## src/rtl/phy_regfile_wb_arbiter.sv

```systemverilog
// Writeback arbiter: one holding buffer per requester, round-robin onto the single
// physical-register-file write port, with the registered write mirrored as a wakeup tag.
module phy_regfile_wb_arbiter #(
  parameter int unsigned NUM_REQ    = 2,
  parameter int unsigned DROP_PREG0 = 1,
  parameter int unsigned PREG_W     = 6,
  parameter int unsigned VAL_W      = 32
) (
  input  logic                      clk,
  input  logic                      reset,
  input  logic [NUM_REQ-1:0]        req_valid,
  output logic [NUM_REQ-1:0]        req_ready,
  input  logic [NUM_REQ*PREG_W-1:0] req_phy_reg,
  input  logic [NUM_REQ*VAL_W-1:0]  req_val,
  output logic                      commit_wr_en,
  output logic [PREG_W-1:0]         wr_commit_reg,
  output logic [VAL_W-1:0]          commit_wr_val,
  output logic                      wakeup_valid,
  output logic [PREG_W-1:0]         wakeup_tag,
  output logic [NUM_REQ-1:0]        buf_full
);

  localparam int unsigned PTR_W = (NUM_REQ > 1) ? $clog2(NUM_REQ) : 1;

  logic [NUM_REQ-1:0] buf_full_q, buf_full_d;
  logic [PREG_W-1:0]  buf_reg_q [NUM_REQ];
  logic [PREG_W-1:0]  buf_reg_d [NUM_REQ];
  logic [VAL_W-1:0]   buf_val_q [NUM_REQ];
  logic [VAL_W-1:0]   buf_val_d [NUM_REQ];
  logic [PTR_W-1:0]   rr_ptr_q, rr_ptr_d;
  logic               wr_en_q, wr_en_d;
  logic [PREG_W-1:0]  wr_reg_q, wr_reg_d;
  logic [VAL_W-1:0]   wr_val_q, wr_val_d;

  logic [NUM_REQ-1:0] gnt;
  logic [PTR_W-1:0]   gnt_idx;
  logic               gnt_any;
  logic [NUM_REQ-1:0] accept;

  function automatic logic [PTR_W-1:0] wrap_add(input logic [PTR_W-1:0] p, input int unsigned k);
    int unsigned s;
    s = 32'(p) + k;
    if (s >= NUM_REQ) s = s - NUM_REQ;
    return PTR_W'(s);
  endfunction

  // Round-robin pick of the first full buffer at or after rr_ptr; depends on state only.
  always_comb begin
    gnt     = '0;
    gnt_idx = '0;
    gnt_any = 1'b0;
    for (int unsigned k = 0; k < NUM_REQ; k++) begin
      if (!gnt_any && buf_full_q[wrap_add(rr_ptr_q, k)]) begin
        gnt_idx                        = wrap_add(rr_ptr_q, k);
        gnt[wrap_add(rr_ptr_q, k)]     = 1'b1;
        gnt_any                        = 1'b1;
      end
    end
  end

  assign req_ready = ~buf_full_q | gnt;
  assign accept    = req_valid & req_ready;

  always_comb begin
    buf_full_d = (buf_full_q & ~gnt) | accept;
    for (int unsigned i = 0; i < NUM_REQ; i++) begin
      buf_reg_d[i] = buf_reg_q[i];
      buf_val_d[i] = buf_val_q[i];
      if (accept[i]) begin
        buf_reg_d[i] = req_phy_reg[i*PREG_W +: PREG_W];
        buf_val_d[i] = req_val[i*VAL_W +: VAL_W];
      end
    end

    rr_ptr_d = rr_ptr_q;
    wr_en_d  = 1'b0;
    wr_reg_d = wr_reg_q;
    wr_val_d = wr_val_q;
    if (gnt_any) begin
      rr_ptr_d = wrap_add(gnt_idx, 1);
      // Writes to preg 0 drain silently and leave the port contents untouched.
      if (!((DROP_PREG0 != 0) && (buf_reg_q[gnt_idx] == '0))) begin
        wr_en_d  = 1'b1;
        wr_reg_d = buf_reg_q[gnt_idx];
        wr_val_d = buf_val_q[gnt_idx];
      end
    end
  end

  always_ff @(posedge clk) begin
    if (!reset) begin
      buf_full_q <= '0;
      rr_ptr_q   <= '0;
      wr_en_q    <= 1'b0;
      wr_reg_q   <= '0;
      wr_val_q   <= '0;
      for (int unsigned i = 0; i < NUM_REQ; i++) begin
        buf_reg_q[i] <= '0;
        buf_val_q[i] <= '0;
      end
    end else begin
      buf_full_q <= buf_full_d;
      rr_ptr_q   <= rr_ptr_d;
      wr_en_q    <= wr_en_d;
      wr_reg_q   <= wr_reg_d;
      wr_val_q   <= wr_val_d;
      for (int unsigned i = 0; i < NUM_REQ; i++) begin
        buf_reg_q[i] <= buf_reg_d[i];
        buf_val_q[i] <= buf_val_d[i];
      end
    end
  end

  assign commit_wr_en  = wr_en_q;
  assign wr_commit_reg = wr_reg_q;
  assign commit_wr_val = wr_val_q;
  assign wakeup_valid  = wr_en_q;
  assign wakeup_tag    = wr_reg_q;
  assign buf_full      = buf_full_q;

endmodule

```

## config.mk

```make
export PLATFORM = sky130hd
export DESIGN_NAME = phy_regfile_wb_arbiter
export DESIGN_NICKNAME = d
export VERILOG_FILES = /design/src/rtl/phy_regfile_wb_arbiter.sv
export SDC_FILE = /design/constraint.sdc
export NUM_CORES = 1
export LEC_CHECK = 0
export ABC_AREA = 1
export BUFFER_PORTS_ARGS = -buffer_cell sky130_fd_sc_hd__buf_2
export CAP_MARGIN = 20
export CELL_PAD_IN_SITES_DETAIL_PLACEMENT = 0
export CELL_PAD_IN_SITES_GLOBAL_PLACEMENT = 1
export CORE_MARGIN = 4
export CORE_UTILIZATION = 42
export DETAILED_ROUTE_END_ITERATION = 7
export GPL_TIMING_DRIVEN = 0
export PLACE_DENSITY = 0.93
export RECOVER_POWER = 50
export SLEW_MARGIN = 20
export SYNTH_ARGS = -nofsm -noshare
export SYNTH_HDL_FRONTEND = slang
export SYNTH_SLANG_ARGS = --single-unit
```

## constraint.sdc

```tcl
create_clock -name clk -period 3.1 [get_ports clk]
set_input_delay 0.155 -clock clk [delete_from_list [all_inputs] [get_ports clk]]
set_output_delay 0.155 -clock clk [all_outputs]
set_load 0.005 [all_outputs]
```

Word-level counts from Yosys, hierarchy flattened --
Memory sizes are Yosys's and may differ from the RTL's. A register that Yosys moved wholly into a read port is not among the register bits. Index checks and enable logic that the tools add are counted.
Cells by class: add/sub/neg operators 5, magnitude comparators 9, eq/ne operators 2, mux-type cells 30, bitwise gates (word level) 12, reductions and logical operators 10
Operators by type and width (count):
- $mux 32 | 4
- $mux 6 | 4
- $mux 1 | 18
- $lt 1x2->1 const B | 4
- $reduce_and 2->1 | 4
- $logic_not 6->1 | 1
- $or 2x2->2 | 3
- $add 1x1->2 const B | 2
- $and 2x2->2 | 2
- $ge 2x2->1 const B | 2
- $mux 2 | 2
- $not 2->2 | 2
- $or 1x1->1 | 4
- $logic_and 1x1->1 | 3
- $sub 1x1->1 const B | 3
- $demux 1 s1 | 2
- $ge 1x1->1 const B | 2
- $ge 1x2->1 const B | 1
- $logic_not 1->1 | 2
- $ne 1x1->1 const B | 2
- $not 1->1 | 1
Word-level totals: register bits after elaboration 10, RAM bits 76, word-level logic and storage cells 74, memories kept 2
Memories:
- buf_val_q | words 2, width 32, rd ports 1, clocked after memory_dff 1, write ports 2, line 28 | logic [VAL_W-1:0] buf_val_q [NUM_REQ];
- buf_reg_q | words 2, width 6, rd ports 1, clocked after memory_dff 0, write ports 2, line 26 | logic [PREG_W-1:0] buf_reg_q [NUM_REQ];

Depth between registers and ports, before layout --
depth in word-level cells 19, depth in mapped cells 12, gate-level depth less buffers 10

Worst setup path after synthesis --
No wires, ideal clock.
kind register to register, start point register rr_ptr_q, end point memory buf_reg_q[1][0] (enable), arrival time 1.671 ns, path slack 1.033 ns, cell stages (with the launch flop) 8, buffers on the path 1, period minus slack after synthesis 2.067 ns, cells stage by stage dfxtp_1 inv_1 nand2_1 nand2_2 buf_6 nand2_1 nand3_1 nand2_1
RTL lines:
- start, declared | line 30 | logic [PTR_W-1:0] rr_ptr_q, rr_ptr_d;
- start signal, assigned | line 103 | rr_ptr_q <= rr_ptr_d;
- end, declared | line 26

==> summary.md <==
| Metric | Value |
|---|---|
| Cell Area, Synth | `5440 um^2` |
| Grt total ovfl | `0` |
| Worst setup EP type | `register` |
| Pwr/cell area | `701 nW/um^2` |
| Simple-gate share of the synthesized area | `0.243` |
| Placed Area | `6350 um^2` |
| Outcome | `complete, no violations` |
| Synthesized netlist cell count | `650` |
| Top-Level Pins | `130` |
| Synth top area cells | `edfxtp_1 42%, dfxtp_1 15%, nand2_1 8.5%` |
| Req. time, crit path | `3.26 ns` |
| CTS tree | `built` |
| RePlAce Congestion | `0.799` |
| Initial Utilization | `0.430` |
| Largest family of logic cells by synthesized area | `simple AND/OR/NAND/NOR gates` |
| Placed Cells incl. Taps | `952` |
| Share of the yosys chip area belonging to registers | `0.574` |
| Finished Cell Area | `6960 um^2` |
| Pin slew with the least headroom to its limit | `0.813 ns` |
| Hold Fails Final Rpt | `0` |
| Unrepaired setup endpoints after global routing | `false` |
| Die ar. | `14800 um^2` |
| Post-Synth Adder-Cell Area | `0` |
| Final Max Tran Viols | `0` |
| Setup Skew | `0.0119 ns` |
| CTS H-tree lvls | `4` |
| WL final | `13.3 mm` |
| Die X | `122 um` |
| Setup TNS | `0 ns` |
| Largest net degree at the start of global routing | `30` |
| Clk sinks | `118` |
| Unique masters post-synth | `20` |
| Final Util | `0.549` |
| DRT iter0 DRCs | `241` |
| Share of cells above drive strength 1 | `0.216` |
| Final nets | `881` |
| Fin cells | `986` |
| Portion of netlist area occupied by mux cells | `0` |
| Yosys reg bits | `118` |
| First-pass GRT wire length | `21.2 mm` |
| Clock root buffer | `clkbuf_16` |
| Worst-path clk slew | `0.05 ns` |
| Clk_lat worst skew | `0.41 ns` |
| Most frequent cells in the layout | `123 x nand2_1, 121 x buf_2, 119 x nor2_1` |
| Die height | `122 um` |
| P_leak | `3.55 nW` |
| Max Fclk | `421 MHz` |
| Yosys top cell area share | `0.419` |
| CTS buffer count | `17` |
| Min-Delay Path Class | `input port to register` |
| Number of diodes | `0` |
| Port Buffers | `128` |
| Crit path DAT | `2.53 ns` |
| Total GRT Usage | `0.186` |
| Core Footprint | `12700 um^2` |
| Via count | `4447` |
| Synthesized area per cell | `8.38 um^2` |
| Peak supply drop | `344 uV` |
| Fin crit period | `2.38 ns` |
| Xor-xnor portion of the synthesized cell area | `0` |
| Hold-fix buffers, CTS | `2` |
| Period utilization | `0.766` |
| Multi-input gate area | `1560 um^2` |
| Tot Pwr | `4.88 mW` |
| CTS max path bufs | `2` |
| Synth Area in Compound Gates | `0.0515` |
| Vias per inst | `4.51` |
| Post-Syn Nets | `730` |
| Crit Path Class | `register to register` |
| Synth Warn # | `0` |
| Post-synth top area cell | `edfxtp_1` |
| Final antenna-violating net count | `0` |
| Commonest non-fill, non-tap cell in the layout | `nand2_1` |
| Remaining DRCs | `0` |
| Max-Cap Viols | `0` |
| Post-CTS Setup Inserts | `0` |
| HPWL after detailed placement | `9.73 mm` |
| Fill cell count | `1240` |
| Post-CTS sizing | `0` |
| Cell Rows | `41` |
| Routed wire per std cell | `13.5 um` |
| Pre-antenna DRT Iters | `5` |
| Largest fanout on the critical path | `22` |
| Relative max-transition margin | `0.457` |
| Initial antenna violation count | `0` |
| Vias in the first global route | `4400` |
| Nature of the critical path startpoint | `register` |
| Register Area | `3120 um^2` |
| Final setup fails | `0` |
| Layout area overhead | `27.9%` |
==> cells in the mapped netlist, drive strengths merged <==
library cell / count
or2: 1
nor3: 1
inv: 119
a21oi: 39
nand2: 124
o21ai: 2
nand3: 78
dfxtp: 42
nor2: 119
edfxtp: 76
clkbuf: 16
buf: 33
==> cells by family (layout without fill, tap and decap cells) <==
| family | Yosys count | in the layout |
|---|---|---|
| simple gates | 323 | 323 |
| buf+inv | 168 | 332 |
| compound gates | 41 | 41 |
| flops | 118 | 118 |
==> through the flow <==
| stage | hold slack, ns | setup WS [ns] |
|---|---|---|
| final | 0.0311 | 0.724 |
| after global routing | 0.0424 | 0.549 |
| after CTS | 0.0227 | 1.03 |
| after detailed placement | 0.411 | 1.05 |
| after global placement | 0.404 | 0.323 |
| after floorplan | 0.268 | 1.03 |
==> worst max-delay path: stages, from the launching register on <==
cell	delay (ns)
dfxtp_1	0.45
clkbuf_1	0.45
nand2_1	0.22
nand3_1	0.13
nand2_1	0.48
buf_16	0.38
==> state kept, by name, indices dropped and copies added (netlist names) <==
signal	flops
buf_full	2
buf_reg_q	12
buf_val_q	64
commit_wr_en	1
commit_wr_val	32
rr_ptr_q	1
wakeup_tag	6
==> area by class of cell <==
type / count / share of cell area
clock buffers: 22 / 0.0681
inverters: 119 / 0.0642
repair buffers: 132 / 0.0981
well taps: 172 / 0.0309
flip-flops and latches: 118 / 0.449
clock inverters: 10 / 0.0286
multi-input cells: 364 / 0.224
plain buffers: 49 / 0.0374
==> path summary, 6_finish.rpt <==
| check | end | slack [ns] | depth (start not counted) | from |
|---|---|---|---|---|
| worst min register to register | commit_wr_val[27]$_SDFFE_PN0P_ | 0.48 | 2 | commit_wr_val[27]$_SDFFE_PN0P_ |
| worst max register to register | buf_val_q[1][3]$_SDFFCE_PN0P_ | 0.72 | 5 | buf_full[1]$_SDFF_PN0_ |
| worst max-delay path | buf_val_q[1][3]$_SDFFCE_PN0P_ | 0.72 | 5 | buf_full[1]$_SDFF_PN0_ |
| worst min-delay path | buf_val_q[0][6]$_SDFFCE_PN0P_ | 0.03 | 3 | req_val[6] |
==> layer usage <==
layer / up-vias / GRT usage / share of wire
met3: 18 / 0.0557 / 0.073
met1: 1973 / 0.236 / 0.43
met5: - / 0 / 0
met4: 0 / 0.0616 / 0.014
met2: 148 / 0.307 / 0.48
li1: 2308 / - / -
==> report_power, final <==
| group | switching (mW) | internal [mW] | total [mW] |
|---|---|---|---|
| combinational | 0.439 | 0.291 | 0.730 |
| sequential | 0.0712 | 1.86 | 1.93 |
| clock | 0.658 | 1.56 | 2.22 |
(Power assumes the default switching activity.)
